<file path="config.mk">
export PLATFORM = sky130hd
export DESIGN_NAME = lsu_done_merge_flat
export DESIGN_NICKNAME = d
export VERILOG_FILES = /design/src/rtl/lsu_done_merge_if.sv /design/src/rtl/lsu_done_merge.sv /design/src/flat_wrapper.sv
export SDC_FILE = /design/constraint.sdc
export NUM_CORES = 1
export LEC_CHECK = 0
export ABC_CLOCK_PERIOD_IN_PS = 2800
export CORE_MARGIN = 2
export CORE_UTILIZATION = 52
export DETAILED_ROUTE_END_ITERATION = 10
export PLACE_DENSITY = 0.81
export SETUP_SLACK_MARGIN = 0.02
export SLEW_MARGIN = 40
export SYNTH_ARGS = -nofsm -noshare
export SYNTH_HDL_FRONTEND = slang
export SYNTH_SLANG_ARGS = --single-unit
</file>
<file path="constraint.sdc">
create_clock -name clk -period 2.8 [get_ports clk]
set_clock_uncertainty 0.2 [all_clocks]
set_input_delay 0.28 -clock clk [delete_from_list [all_inputs] [get_ports clk]]
set_output_delay 0.28 -clock clk [all_outputs]
set_load 0.1 [all_outputs]
</file>
<file path="src/rtl/lsu_done_merge_if.sv">
// ----------------------------------------------------------------------------
// lsu_done_merge_if
// Bundle of the signals between the SGPR/VGPR write-back completion sources,
// the completion merge stage and the memory-wait tracker.
//   f_sgpr_lsu_instr_done / _wfid : SGPR-side completion event and its wavefront
//   f_vgpr_lsu_wr_done / _wfid    : VGPR-side completion event and its wavefront
//   lsu_done / lsu_done_wfid      : merged single-cycle completion pulse + wfid
//   idle                          : nothing buffered and no pulse in flight
//   merge_overflow                : sticky drop indicator (optional feature)
// Modports: slave = the merge stage, master = its environment.
// ----------------------------------------------------------------------------
interface lsu_done_merge_if #(
  parameter int WFID_W = 6
);
  logic              f_sgpr_lsu_instr_done;
  logic [WFID_W-1:0] f_sgpr_lsu_instr_done_wfid;
  logic              f_vgpr_lsu_wr_done;
  logic [WFID_W-1:0] f_vgpr_lsu_wr_done_wfid;
  logic              lsu_done;
  logic [WFID_W-1:0] lsu_done_wfid;
  logic              idle;
  logic              merge_overflow;

  modport slave (
    input  f_sgpr_lsu_instr_done, f_sgpr_lsu_instr_done_wfid,
    input  f_vgpr_lsu_wr_done, f_vgpr_lsu_wr_done_wfid,
    output lsu_done, lsu_done_wfid, idle, merge_overflow
  );

  modport master (
    output f_sgpr_lsu_instr_done, f_sgpr_lsu_instr_done_wfid,
    output f_vgpr_lsu_wr_done, f_vgpr_lsu_wr_done_wfid,
    input  lsu_done, lsu_done_wfid, idle, merge_overflow
  );
endinterface

</file>
<file path="src/rtl/lsu_done_merge.sv">
// ----------------------------------------------------------------------------
// lsu_done_merge
// Merges LSU completion events from the SGPR and VGPR write-back ports into a
// single one-event-per-cycle lsu_done/lsu_done_wfid stream. Each source has its
// own circular FIFO; under contention the two FIFOs are popped in strict
// alternation. No backpressure: a push into a full FIFO that is not popped in
// the same cycle is dropped.
// Ports:
//   clk  : clock, rising edge
//   rst  : synchronous, active-low reset
//   bus  : lsu_done_merge_if.slave (source events in, merged stream/status out)
// Parameters: DEPTH (entries per FIFO, power of two >= 2), WFID_W.
// Optional feature macro: LSU_DONE_MERGE_OVF_CHK_EN
//   defined   -> merge_overflow is a sticky drop flag, simulation reports drops
//   undefined -> merge_overflow tied to 0
// ----------------------------------------------------------------------------
module lsu_done_merge #(
  parameter int DEPTH  = 8,
  parameter int WFID_W = 6
) (
  input logic            clk,
  input logic            rst,
  lsu_done_merge_if.slave bus
);
  localparam int AW    = $clog2(DEPTH);
  localparam int PTR_W = AW + 1;
  localparam logic [PTR_W-1:0] PTR_ONE = {{(PTR_W-1){1'b0}}, 1'b1};

  // Index 0 = S (SGPR) FIFO, index 1 = V (VGPR) FIFO.
  logic [1:0]             in_valid;
  logic [1:0][WFID_W-1:0] in_wfid;
  logic [1:0]             empty;
  logic [1:0]             full;
  logic [1:0]             push;
  logic [1:0]             pop;
  logic [1:0][WFID_W-1:0] head;

  logic                   prio_reg;   // 0 = S next under contention, 1 = V
  logic                   done_reg;
  logic [WFID_W-1:0]      wfid_reg;

  assign in_valid = {bus.f_vgpr_lsu_wr_done, bus.f_sgpr_lsu_instr_done};
  assign in_wfid  = {bus.f_vgpr_lsu_wr_done_wfid, bus.f_sgpr_lsu_instr_done_wfid};

  // A lone non-empty FIFO always wins; prio only decides under contention.
  assign pop[0] = !empty[0] && (empty[1] || !prio_reg);
  assign pop[1] = !empty[1] && (empty[0] ||  prio_reg);

  // A full FIFO still accepts a push when it is popped in the same cycle.
  assign push = in_valid & (~full | pop);

  genvar gi;
  generate
    for (gi = 0; gi < 2; gi++) begin : g_fifo
      logic [WFID_W-1:0] mem [DEPTH];
      logic [PTR_W-1:0]  rd_ptr_reg;
      logic [PTR_W-1:0]  wr_ptr_reg;

      assign empty[gi] = (rd_ptr_reg == wr_ptr_reg);
      assign full[gi]  = (rd_ptr_reg[AW] != wr_ptr_reg[AW]) &&
                         (rd_ptr_reg[AW-1:0] == wr_ptr_reg[AW-1:0]);
      assign head[gi]  = mem[rd_ptr_reg[AW-1:0]];

      // Storage carries no reset; validity is defined by the pointers.
      always_ff @(posedge clk) begin
        if (push[gi]) begin
          mem[wr_ptr_reg[AW-1:0]] <= in_wfid[gi];
        end
      end

      always_ff @(posedge clk) begin
        if (!rst) begin
          rd_ptr_reg <= '0;
          wr_ptr_reg <= '0;
        end else begin
          if (push[gi]) wr_ptr_reg <= wr_ptr_reg + PTR_ONE;
          if (pop[gi])  rd_ptr_reg <= rd_ptr_reg + PTR_ONE;
        end
      end
    end
  endgenerate

  always_ff @(posedge clk) begin
    if (!rst) begin
      prio_reg <= 1'b0;
      done_reg <= 1'b0;
      wfid_reg <= '0;
    end else begin
      done_reg <= |pop;
      if (pop[0]) begin
        wfid_reg <= head[0];
      end else if (pop[1]) begin
        wfid_reg <= head[1];
      end
      if (!empty[0] && !empty[1]) begin
        prio_reg <= !prio_reg;
      end
    end
  end

  assign bus.lsu_done      = done_reg;
  assign bus.lsu_done_wfid = wfid_reg;
  assign bus.idle          = empty[0] && empty[1] && !done_reg;

`ifdef LSU_DONE_MERGE_OVF_CHK_EN
  logic [1:0] drop;
  logic       ovf_reg;

  assign drop = in_valid & full & ~pop;

  always_ff @(posedge clk) begin
    if (!rst) begin
      ovf_reg <= 1'b0;
    end else if (|drop) begin
      ovf_reg <= 1'b1;
    end
  end

  assign bus.merge_overflow = ovf_reg;

`ifndef SYNTHESIS
  logic [31:0] cyc_reg;

  always_ff @(posedge clk) begin
    if (!rst) begin
      cyc_reg <= '0;
    end else begin
      cyc_reg <= cyc_reg + 32'd1;
      if (drop[0]) $info("lsu_done_merge: cycle %0d: SGPR completion dropped (FIFO full)", cyc_reg);
      if (drop[1]) $info("lsu_done_merge: cycle %0d: VGPR completion dropped (FIFO full)", cyc_reg);
    end
  end
`endif
`else
  assign bus.merge_overflow = 1'b0;
`endif

endmodule

</file>
<file path="src/flat_wrapper.sv">
// flat-port wrapper written by rule: the top's interface ports become plain ports
module lsu_done_merge_flat 
#(
  parameter int DEPTH  = 8,
  parameter int WFID_W = 6
)
  (clk, rst, bus_f_sgpr_lsu_instr_done, bus_f_sgpr_lsu_instr_done_wfid, bus_f_vgpr_lsu_wr_done, bus_f_vgpr_lsu_wr_done_wfid, bus_lsu_done, bus_lsu_done_wfid, bus_idle, bus_merge_overflow);
  lsu_done_merge_if #(.WFID_W(WFID_W)) bus_i ();
  input logic clk;
  input logic rst;
  input wire logic [$bits(bus_i.f_sgpr_lsu_instr_done)-1:0] bus_f_sgpr_lsu_instr_done;
  input wire logic [$bits(bus_i.f_sgpr_lsu_instr_done_wfid)-1:0] bus_f_sgpr_lsu_instr_done_wfid;
  input wire logic [$bits(bus_i.f_vgpr_lsu_wr_done)-1:0] bus_f_vgpr_lsu_wr_done;
  input wire logic [$bits(bus_i.f_vgpr_lsu_wr_done_wfid)-1:0] bus_f_vgpr_lsu_wr_done_wfid;
  output wire logic [$bits(bus_i.lsu_done)-1:0] bus_lsu_done;
  output wire logic [$bits(bus_i.lsu_done_wfid)-1:0] bus_lsu_done_wfid;
  output wire logic [$bits(bus_i.idle)-1:0] bus_idle;
  output wire logic [$bits(bus_i.merge_overflow)-1:0] bus_merge_overflow;
  assign bus_i.f_sgpr_lsu_instr_done = bus_f_sgpr_lsu_instr_done;
  assign bus_i.f_sgpr_lsu_instr_done_wfid = bus_f_sgpr_lsu_instr_done_wfid;
  assign bus_i.f_vgpr_lsu_wr_done = bus_f_vgpr_lsu_wr_done;
  assign bus_i.f_vgpr_lsu_wr_done_wfid = bus_f_vgpr_lsu_wr_done_wfid;
  assign bus_lsu_done = bus_i.lsu_done;
  assign bus_lsu_done_wfid = bus_i.lsu_done_wfid;
  assign bus_idle = bus_i.idle;
  assign bus_merge_overflow = bus_i.merge_overflow;
  lsu_done_merge #(.DEPTH(DEPTH), .WFID_W(WFID_W)) u_core (.clk(clk), .rst(rst), .bus(bus_i));
endmodule
</file>
==> impl_results.html, run 1 <==
<table>
<tr><th>Metric</th><th>Value</th></tr>
<tr><th colspan="2">Status</th></tr>
<tr><td>Outcome</td><td>finished, final reports clean</td></tr>
<tr><th colspan="2">Setup path</th></tr>
<tr><td>Critical path required time</td><td>2.32 ns</td></tr>
<tr><td>Critical Path, Cell by Cell</td><td>xor2_1, nor4_2, nand2_1, nor2_2, buf_12</td></tr>
<tr><td>Crit end category</td><td>output pin</td></tr>
<tr><td>Worst Setup SP</td><td>u_core.g_fifo[0].wr_ptr_reg[2]</td></tr>
<tr><td>Kind of start point of the critical path</td><td>flop</td></tr>
<tr><td>Largest incremental delay on the critical path</td><td>0.59 ns</td></tr>
<tr><td>Crit Path Max Fanout</td><td>10</td></tr>
<tr><td>Critical path start-end classification</td><td>reg -&gt; out</td></tr>
<tr><td>Data arrival, critical path</td><td>2.15 ns</td></tr>
<tr><td>Launch instance of the worst register-to-register path</td><td>u_core.g_fifo[1].rd_ptr_reg[0]</td></tr>
<tr><td>Slowest stage cell on the critical path</td><td>dfxtp_1</td></tr>
<tr><td>FF-to-FF End</td><td>u_core.g_fifo[0].mem[0][3]</td></tr>
<tr><td>Critical path destination</td><td>bus_idle</td></tr>
<tr><td>Reg2Reg Depth</td><td>5</td></tr>
<tr><td>Flop-to-flop setup slack</td><td>0.36 ns</td></tr>
<tr><th colspan="2">Pwr</th></tr>
<tr><td>Sw Pwr</td><td>2.00 mW</td></tr>
<tr><td>Internal power component</td><td>4.43 mW</td></tr>
<tr><td>Clock power share</td><td>0.366</td></tr>
<tr><td>Relative contribution of combinational cells to total power</td><td>0.271</td></tr>
<tr><td>Sequential power share</td><td>0.363</td></tr>
<tr><td>Leakage</td><td>2.16 nW</td></tr>
<tr><td>Share of total power consumed by net switching</td><td>0.311</td></tr>
<tr><td>Power Density</td><td>1000 nW/µm²</td></tr>
<tr><td>Worst IR Drop VDD</td><td>711 µV</td></tr>
<tr><th colspan="2">Placement</th></tr>
<tr><td>Gpl congestion</td><td>0.826</td></tr>
<tr><td>Placed wire-length estimate</td><td>7.37 mm</td></tr>
<tr><td>Instance area after placement</td><td>5770 µm²</td></tr>
<tr><td>Port Buf Inserts</td><td>23</td></tr>
<tr><td>DP Worst Slack</td><td>0.317 ns</td></tr>
<tr><th colspan="2">Die</th></tr>
<tr><td># IOs</td><td>25</td></tr>
<tr><td>Starting density of the core</td><td>0.541</td></tr>
<tr><td>Width of the chip</td><td>105 µm</td></tr>
<tr><td>Area of the placeable core</td><td>9860 µm²</td></tr>
<tr><td>Standard-cell row count</td><td>36</td></tr>
<tr><td>Die Height</td><td>105 µm</td></tr>
<tr><td>Area of the die</td><td>11100 µm²</td></tr>
<tr><th colspan="2">Cells and area</th></tr>
<tr><td>Ratio of cells with drive above 1 in the final layout</td><td>0.265</td></tr>
<tr><td>Register cell area after layout</td><td>3490 µm²</td></tr>
<tr><td>Antenna diode count</td><td>0</td></tr>
<tr><td>Area occupied by multi-input gates</td><td>1730 µm²</td></tr>
<tr><td>Fill cells</td><td>640</td></tr>
<tr><td>Cell area after layout</td><td>6420 µm²</td></tr>
<tr><td>Largest register FFs</td><td>96</td></tr>
<tr><td>Net total in the final layout</td><td>389</td></tr>
<tr><td>Core occupancy in the finished layout</td><td>0.651</td></tr>
<tr><td>Synth-to-Final Area Change</td><td>20.3%</td></tr>
<tr><th colspan="2">Yosys</th></tr>
<tr><td>Portion of synthesized cell area occupied by the leading cell type</td><td>0.540</td></tr>
<tr><td>Syn Inst Count</td><td>328</td></tr>
<tr><td>Mean instance size in the synthesized netlist</td><td>16.3 µm²</td></tr>
<tr><td>Synthesized Nets</td><td>348</td></tr>
<tr><td>Number of warnings issued by yosys</td><td>0</td></tr>
<tr><td>Number of synthesized register bits</td><td>126</td></tr>
<tr><td>Cell Area, Synth</td><td>5340 µm²</td></tr>
<tr><td>Top flip-flop cell by instance count after synthesis</td><td>edfxtp_1</td></tr>
<tr><td>Async set or reset register ratio after synthesis</td><td>0</td></tr>
<tr><td>Number of synthesized flops with an enable pin</td><td>96</td></tr>
<tr><td>Leading cell types by total area after synthesis</td><td>edfxtp_1, dfxtp_1, mux4_2, mux2i_1, a21oi_1</td></tr>
<tr><td>Cell type with the largest total area after synthesis</td><td>edfxtp_1</td></tr>
<tr><td>Post-synthesis cell type count</td><td>50</td></tr>
<tr><td>Proportion of synthesized chip area in sequential cells</td><td>0.653</td></tr>
<tr><th colspan="2">Drt</th></tr>
<tr><td>Number of nets still failing antenna checks after routing</td><td>0</td></tr>
<tr><td>Number of vias per cell</td><td>6.05</td></tr>
<tr><td>Total iterations of the first detailed-routing run</td><td>5</td></tr>
<tr><td>WL final</td><td>11.1 mm</td></tr>
<tr><td>Wire length on met1</td><td>4.51 mm</td></tr>
<tr><td>Total vias in the final route</td><td>3110</td></tr>
<tr><td>Average wire per cell in the routed design</td><td>21.6 µm</td></tr>
<tr><td>Iter 0 DRT Violations</td><td>282</td></tr>
<tr><td>Drc violations</td><td>0</td></tr>
<tr><td>Highest routing layer actually used</td><td>met4</td></tr>
<tr><td>Met3 wirelength from detailed routing</td><td>801 µm</td></tr>
<tr><td>Met2 Routed Length</td><td>5.63 mm</td></tr>
<tr><th colspan="2">Clocking</th></tr>
<tr><td>Insertion delay of the later-clocked pin in the worst-skew pair</td><td>0.52 ns</td></tr>
<tr><td>Number of hold buffers added after cts</td><td>0</td></tr>
<tr><td>Number of sinks on the clock net</td><td>126</td></tr>
<tr><td>Number of buffers created by CTS</td><td>17</td></tr>
<tr><td>Clock Path Buffers</td><td>2</td></tr>
<tr><td>TritonCTS clock tree</td><td>done</td></tr>
<tr><td>CTS Root Cell</td><td>clkbuf_8</td></tr>
<tr><td>Post-CTS clock slew at the launch and capture registers of the worst setup and hold paths</td><td>0.05 ns</td></tr>
<tr><td>CTS HTree Levels</td><td>4</td></tr>
<tr><th colspan="2">Global routing</th></tr>
<tr><td>Total congestion overflow</td><td>0</td></tr>
<tr><td>Global-route wire length before repair</td><td>17.4 mm</td></tr>
<tr><td>Total global-route track usage</td><td>0.214</td></tr>
<tr><td>Pin count of the biggest net entering global routing</td><td>17</td></tr>
<tr><td>Initial antenna violation count</td><td>0</td></tr>
<tr><td>Number of global-route vias before repair</td><td>3243</td></tr>
<tr><th colspan="2">STA</th></tr>
<tr><td>Hold_ws</td><td>0.310 ns</td></tr>
<tr><td>Total negative slack</td><td>0 ns</td></tr>
<tr><td>Slew of the pin with the lowest slew margin</td><td>0.738 ns</td></tr>
<tr><td>RSZ-0062 raised after global routing</td><td>false</td></tr>
<tr><td>Total count of hold-check failures in the final report</td><td>0</td></tr>
<tr><td>Pins over their slew limit</td><td>0</td></tr>
<tr><td>Max-Slew Margin vs Limit</td><td>0.502</td></tr>
<tr><td>Number of failing setup endpoints in the final timing report</td><td>0</td></tr>
<tr><td>Worst setup margin</td><td>0.174 ns</td></tr>
<tr><td>Highest achievable clock rate</td><td>381 MHz</td></tr>
<tr><td>Fin crit share</td><td>0.938</td></tr>
<tr><td>Min Tclk post-route</td><td>2.63 ns</td></tr>
<tr><th colspan="2">Worst hold path</th></tr>
<tr><td>Tightest Hold Check Type</td><td>reg -&gt; reg</td></tr>
<tr><th colspan="2">Flow run</th></tr>
<tr><td>Number of max-capacitance violations reported</td><td>0</td></tr>
</table>
[kinds of logic after synthesis]
group / synth area share
AO/OA/AOI/OAI: 0.0699
XOR/XNOR: 0.0333
adder cells (fa/ha/maj): 0.00938
buffers and inverters: 0.0244
flip-flops: 0.653
multiplexers: 0.134
other: 0.000703
AND/OR/NAND/NOR: 0.0755
[timing repair]
| action | in CTS | in global routing |
|---|---|---|
| endpoints found under the setup margin | 1 | 1 |
| endpoints found under the hold margin | 0 | 0 |
| pin swaps | 0 | 0 |
| buffers inserted | 0 | 0 |
| gates resized for setup | 1 | 3 |
[worst min path at each step]
stage                                 startpoint                        endpoint  slack, ns  depth (start not counted)
6_report          u_core.g_fifo[1].wr_ptr_reg[3]  u_core.g_fifo[1].wr_ptr_reg[3]       0.31                          2
3_5_place_dp      u_core.g_fifo[1].wr_ptr_reg[3]  u_core.g_fifo[1].wr_ptr_reg[3]       0.30                          2
4_1_cts           bus_f_vgpr_lsu_wr_done_wfid[5]      u_core.g_fifo[1].mem[1][5]       0.29                          1
3_3_place_gp      u_core.g_fifo[1].wr_ptr_reg[3]  u_core.g_fifo[1].wr_ptr_reg[3]       0.29                          2
5_1_grt           bus_f_vgpr_lsu_wr_done_wfid[5]      u_core.g_fifo[1].mem[1][5]       0.33                          1
2_1_floorplan  bus_f_sgpr_lsu_instr_done_wfid[0]      u_core.g_fifo[0].mem[0][0]       0.18                          0
[worst max-delay path, delay by kind of cell, from the launching register on]
kind | cells | cell delay (ns)
XOR/XNOR | 1 | 0.21
buffers and inverters | 1 | 0.19
flip-flops | 1 | 0.59
AND/OR/NAND/NOR | 3 | 0.64
[cells in the mapped netlist, drive strengths merged (3+ instances only)]
cell type  count
xor2           8
nand3          5
buf           13
mux4          24
a32o           3
mux2i         14
or3            3
xnor2          8
o21ai          9
dfxtp         30
nand4          7
nor3           5
nor4b          3
and4b          4
mux2           3
a21oi         14
ha             4
o31ai          6
nand2b         5
edfxtp        96
clkbuf         8
nand2         13
nor4           8
a311oi         3
nor2           4
or4            3
inv            6
[power by group through the flow]
| stage | clock network (mW) | logic (mW) | registers [mW] |
|---|---|---|---|
| final | 2.36 | 1.74 | 2.33 |
| after global placement | 0 | 1.65 | 2.36 |
| after detailed placement | 0 | 1.70 | 2.36 |
| after CTS | 2.38 | 1.73 | 2.33 |
| after global routing | 2.46 | 1.84 | 2.35 |
| after floorplan | 0 | 1.06 | 2.56 |
[through the flow]
| stage | std cells | power [mW] |
|---|---|---|
| floorplan | 328 | 3.61 |
| CTS | 514 | 6.44 |
| global route | 514 | 6.65 |
| global placement | 483 | 4.01 |
| finish | 514 | 6.43 |
| detailed placement | 483 | 4.07 |
[cells in the final DEF (no fill, tap or decap), types with 4 or more instances in the layout]
cell type,netlist,layout
clkbuf_16,0,16
mux4_2,24,24
mux2i_1,14,14
nand3_1,5,5
nand4_1,7,7
bufinv_16,0,6
inv_1,6,6
edfxtp_1,96,96
clkdlybuf4s50_1,0,15
dfxtp_1,30,27
nand2_1,13,13
o21ai_0,8,8
a21oi_1,14,14
buf_4,3,27
ha_1,4,4
o31ai_1,6,6
and4b_1,4,4
nor4_1,6,5
nor3_1,5,5
nand2b_1,5,5
xor2_1,5,5
xnor2_1,6,6
[per-layer routing]
layer,GRT usage,vias up
li1,-,1401
met1,0.267,1562
met2,0.360,133
met3,0.0575,14
met4,0.0771,0
met5,0,-
[layout make-up]
type	instances	share of cell area
Multi-Input combinational cell	175	0.270
Clock buffer	18	0.0651
Sequential cell	126	0.543
Timing Repair Buffer	43	0.0581
Tap cell	133	0.0259
Clock inverter	13	0.0343
Inverter	6	0.00351
No activity file was read; power rests on OpenSTA's default activity.
==> run 2, diff against run 1 <==
- ABC_AREA: unset -> 0
- CAP_MARGIN: unset -> 20
- CORE_MARGIN: 2 -> unset
==> run 2 against run 1 <==
Effect of this change:
- count of clock-buffer cells in the layout shrank 1
- sequential cell count did not move
- cell area down 1.8%
- critical path depth stayed put
- sequential power is essentially flat
- clock power is 16% lower
- first-iteration DRC count is 2.5% higher
- critical endpoint unchanged
==> impl_results.html, run 2 (synthesis gave the netlist of run 1 again) <==
<table>
<tr><th>Metric</th><th>Value</th></tr>
<tr><th colspan="2">Drt</th></tr>
<tr><td>Total iterations of the first detailed-routing run</td><td>5 (unchanged)</td></tr>
<tr><td>Number of vias per cell</td><td>6.04 (was 6.05)</td></tr>
<tr><td>Total vias in the final route</td><td>3095 (was 3110)</td></tr>
<tr><td>Iter 0 DRT Violations</td><td>289 (was 282)</td></tr>
<tr><td>WL final</td><td>11.2 mm (was 11.1 mm)</td></tr>
<tr><td>Average wire per cell in the routed design</td><td>21.9 µm (was 21.6 µm)</td></tr>
<tr><td>Number of nets still failing antenna checks after routing</td><td>0 (unchanged)</td></tr>
<tr><td>Drc violations</td><td>0 (unchanged)</td></tr>
<tr><th colspan="2">Setup path</th></tr>
<tr><td>Flop-to-flop setup slack</td><td>0.43 ns (was 0.36 ns)</td></tr>
<tr><td>Critical path required time</td><td>2.32 ns (about the same)</td></tr>
<tr><td>Kind of start point of the critical path</td><td>flop (unchanged)</td></tr>
<tr><td>Reg2Reg Depth</td><td>4 (was 5)</td></tr>
<tr><td>Data arrival, critical path</td><td>2.18 ns (was 2.15 ns)</td></tr>
<tr><td>Crit Path Max Fanout</td><td>10 (unchanged)</td></tr>
<tr><td>Crit end category</td><td>output pin (unchanged)</td></tr>
<tr><td>Critical path start-end classification</td><td>reg -&gt; out (unchanged)</td></tr>
<tr><th colspan="2">Cells and area</th></tr>
<tr><td>Commonest cells after routing, fill and taps aside</td><td>edfxtp_1, dfxtp_1, buf_4 (unchanged)</td></tr>
<tr><td>Largest register FFs</td><td>96 (unchanged)</td></tr>
<tr><td>Ratio of cells with drive above 1 in the final layout</td><td>0.253 (was 0.265)</td></tr>
<tr><td>Antenna diode count</td><td>0 (unchanged)</td></tr>
<tr><td>Net total in the final layout</td><td>387 (was 389)</td></tr>
<tr><td>Synth-to-Final Area Change</td><td>18.2% (was 20.3%)</td></tr>
<tr><td>Leading cell type in the layout, fill and taps excluded</td><td>edfxtp_1 (unchanged)</td></tr>
<tr><td>Post-route non-filler standard cell count</td><td>512 (was 514)</td></tr>
<tr><th colspan="2">Status</th></tr>
<tr><td>Outcome</td><td>finished, final reports clean (unchanged)</td></tr>
<tr><th colspan="2">Pwr</th></tr>
<tr><td>Relative contribution of combinational cells to total power</td><td>0.286 (was 0.271)</td></tr>
<tr><td>Design Power</td><td>6.06 mW (was 6.43 mW)</td></tr>
<tr><td>Internal power component</td><td>4.05 mW (was 4.43 mW)</td></tr>
<tr><td>Power Density</td><td>960 nW/µm² (was 1000 nW/µm²)</td></tr>
<tr><td>Worst IR Drop VDD</td><td>821 µV (was 711 µV)</td></tr>
<tr><td>Share of total power consumed by net switching</td><td>0.332 (was 0.311)</td></tr>
<tr><td>Sw Pwr</td><td>2.01 mW (was 2.00 mW)</td></tr>
<tr><td>Sequential power share</td><td>0.385 (was 0.363)</td></tr>
<tr><td>Leakage</td><td>2.11 nW (was 2.16 nW)</td></tr>
<tr><td>Clock power share</td><td>0.329 (was 0.366)</td></tr>
<tr><th colspan="2">Clocking</th></tr>
<tr><td>Number of sinks on the clock net</td><td>126 (unchanged)</td></tr>
<tr><td>Total setup buffers inserted after CTS</td><td>0 (unchanged)</td></tr>
<tr><td>TritonCTS clock tree</td><td>done (unchanged)</td></tr>
<tr><td>Number of buffers created by CTS</td><td>17 (unchanged)</td></tr>
<tr><td>Clock Path Buffers</td><td>2 (unchanged)</td></tr>
<tr><td>CTS Root Cell</td><td>clkbuf_8 (unchanged)</td></tr>
<tr><td>CTS HTree Levels</td><td>4 (unchanged)</td></tr>
<tr><td>Insertion delay of the later-clocked pin in the worst-skew pair</td><td>0.53 ns (was 0.52 ns)</td></tr>
<tr><td>Post-CTS clock slew at the launch and capture registers of the worst setup and hold paths</td><td>0.06 ns (was 0.05 ns)</td></tr>
<tr><th colspan="2">STA</th></tr>
<tr><td>Pins over their slew limit</td><td>0 (unchanged)</td></tr>
<tr><td>Fin crit share</td><td>0.950 (was 0.938)</td></tr>
<tr><td>RSZ-0062 raised after global routing</td><td>false (unchanged)</td></tr>
<tr><td>Total negative slack</td><td>0 ns (unchanged)</td></tr>
<tr><td>Max-Slew Margin vs Limit</td><td>0.562 (was 0.502)</td></tr>
<tr><td>Total count of hold-check failures in the final report</td><td>0 (unchanged)</td></tr>
<tr><td>Highest achievable clock rate</td><td>376 MHz (was 381 MHz)</td></tr>
<tr><td>Slew of the pin with the lowest slew margin</td><td>0.649 ns (was 0.738 ns)</td></tr>
<tr><td>Worst setup margin</td><td>0.140 ns (was 0.174 ns)</td></tr>
<tr><td>Number of failing setup endpoints in the final timing report</td><td>0 (unchanged)</td></tr>
<tr><td>Min Tclk post-route</td><td>2.66 ns (was 2.63 ns)</td></tr>
<tr><th colspan="2">Global routing</th></tr>
<tr><td>Pin count of the biggest net entering global routing</td><td>23 (was 17)</td></tr>
<tr><td>Initial antenna violation count</td><td>0 (unchanged)</td></tr>
<tr><td>Total congestion overflow</td><td>0 (unchanged)</td></tr>
<tr><td>Total global-route track usage</td><td>0.234 (was 0.214)</td></tr>
<tr><td>Global-route wire length before repair</td><td>17.2 mm (was 17.4 mm)</td></tr>
<tr><td>Number of global-route vias before repair</td><td>3075 (was 3243)</td></tr>
<tr><th colspan="2">Placement</th></tr>
<tr><td>DP Worst Slack</td><td>0.359 ns (was 0.317 ns)</td></tr>
<tr><td>Port Buf Inserts</td><td>23 (unchanged)</td></tr>
<tr><td>Placed wire-length estimate</td><td>7.39 mm (was 7.37 mm)</td></tr>
<tr><td>Post-placement cell count</td><td>481 (was 483)</td></tr>
<tr><td>Gpl congestion</td><td>0.855 (was 0.826)</td></tr>
<tr><th colspan="2">Die</th></tr>
<tr><td>Die Height</td><td>103 µm (was 105 µm)</td></tr>
<tr><td>Width of the chip</td><td>103 µm (was 105 µm)</td></tr>
<tr><td>Area of the die</td><td>10700 µm² (was 11100 µm²)</td></tr>
<tr><td># IOs</td><td>25 (unchanged)</td></tr>
<tr><td>Standard-cell row count</td><td>36 (unchanged)</td></tr>
<tr><td>Area of the placeable core</td><td>9860 µm² (unchanged)</td></tr>
<tr><td>Starting density of the core</td><td>0.541 (unchanged)</td></tr>
<tr><th colspan="2">Worst hold path</th></tr>
<tr><td>Tightest Hold Check Type</td><td>in -&gt; reg (was reg -&gt; reg)</td></tr>
<tr><td>Number of cells on the worst hold path</td><td>1 (was 2)</td></tr>
<tr><th colspan="2">Flow run</th></tr>
<tr><td>Number of max-capacitance violations reported</td><td>0 (unchanged)</td></tr>
</table>
## run 2: changes by cell type in the layout (fill, tap and decap cells not counted), sizes merged
cell / change
bufinv: -4
buf: -2
clkinv: +6
clkbuf: -1
clkinvlp: -2
inv: +1
## run 2: repair_timing
item	CTS	global route
cloned	0	0
hold buffers	0	0
endpoints found under the hold margin	0	0
endpoints found under the setup margin	1	1
resized for setup	2	2
## run 2: power groups by stage
stage	sequential, mW	clock (mW)	combinational [mW]
floorplan	2.56	0	1.06
global placement	2.36	0	1.63
detailed placement	2.37	0	1.68
CTS	2.33	2.01	1.71
global route	2.36	2.10	1.82
finish	2.33	1.99	1.73
## run 2: final cells by class
class	count	area, µm²
flip-flops and latches	126	3490
well taps	133	166
clock inverters	14	126
clock buffers	17	414
fillers	653	3560
repair buffers	41	358
inverters	6	22.5
multi-input cells	175	1730
## run 2: final timing paths
path / from / end
setup reg to reg: u_core.g_fifo[0].wr_ptr_reg[2] / u_core.g_fifo[1].mem[5][3]
hold / removal: bus_f_vgpr_lsu_wr_done_wfid[1] / u_core.g_fifo[1].mem[1][1]
setup / recovery: u_core.g_fifo[0].wr_ptr_reg[2] / bus_idle
hold reg to reg: u_core.g_fifo[1].wr_ptr_reg[3] / u_core.g_fifo[1].wr_ptr_reg[3]
## run 2: per-stage QoR
step           hold slack (ns)  utilization  cell area, µm²
2_1_floorplan            0.179            -            5340
3_3_place_gp             0.291        0.583            5750
3_5_place_dp             0.307        0.583            5750
4_1_cts                  0.306        0.638            6300
5_1_grt                  0.313        0.639            6300
6_report                 0.310        0.639            6300
## run 2: per-layer routing
metal  GRT usage  vias up  part of all wire
met2       0.367      156              0.48
met4       0.128        0             0.034
met5           0        -                 0
met3      0.0652       28             0.078
li1            -     1392                 -
met1       0.296     1519              0.41
## run 2: critical path, cell delays in order (launching register included)
cell and delay, ns:
dfxtp_1 0.58, xor2_1 0.19, nor4_2 0.25, nand2_1 0.25, nor2_2 0.19, buf_12 0.19
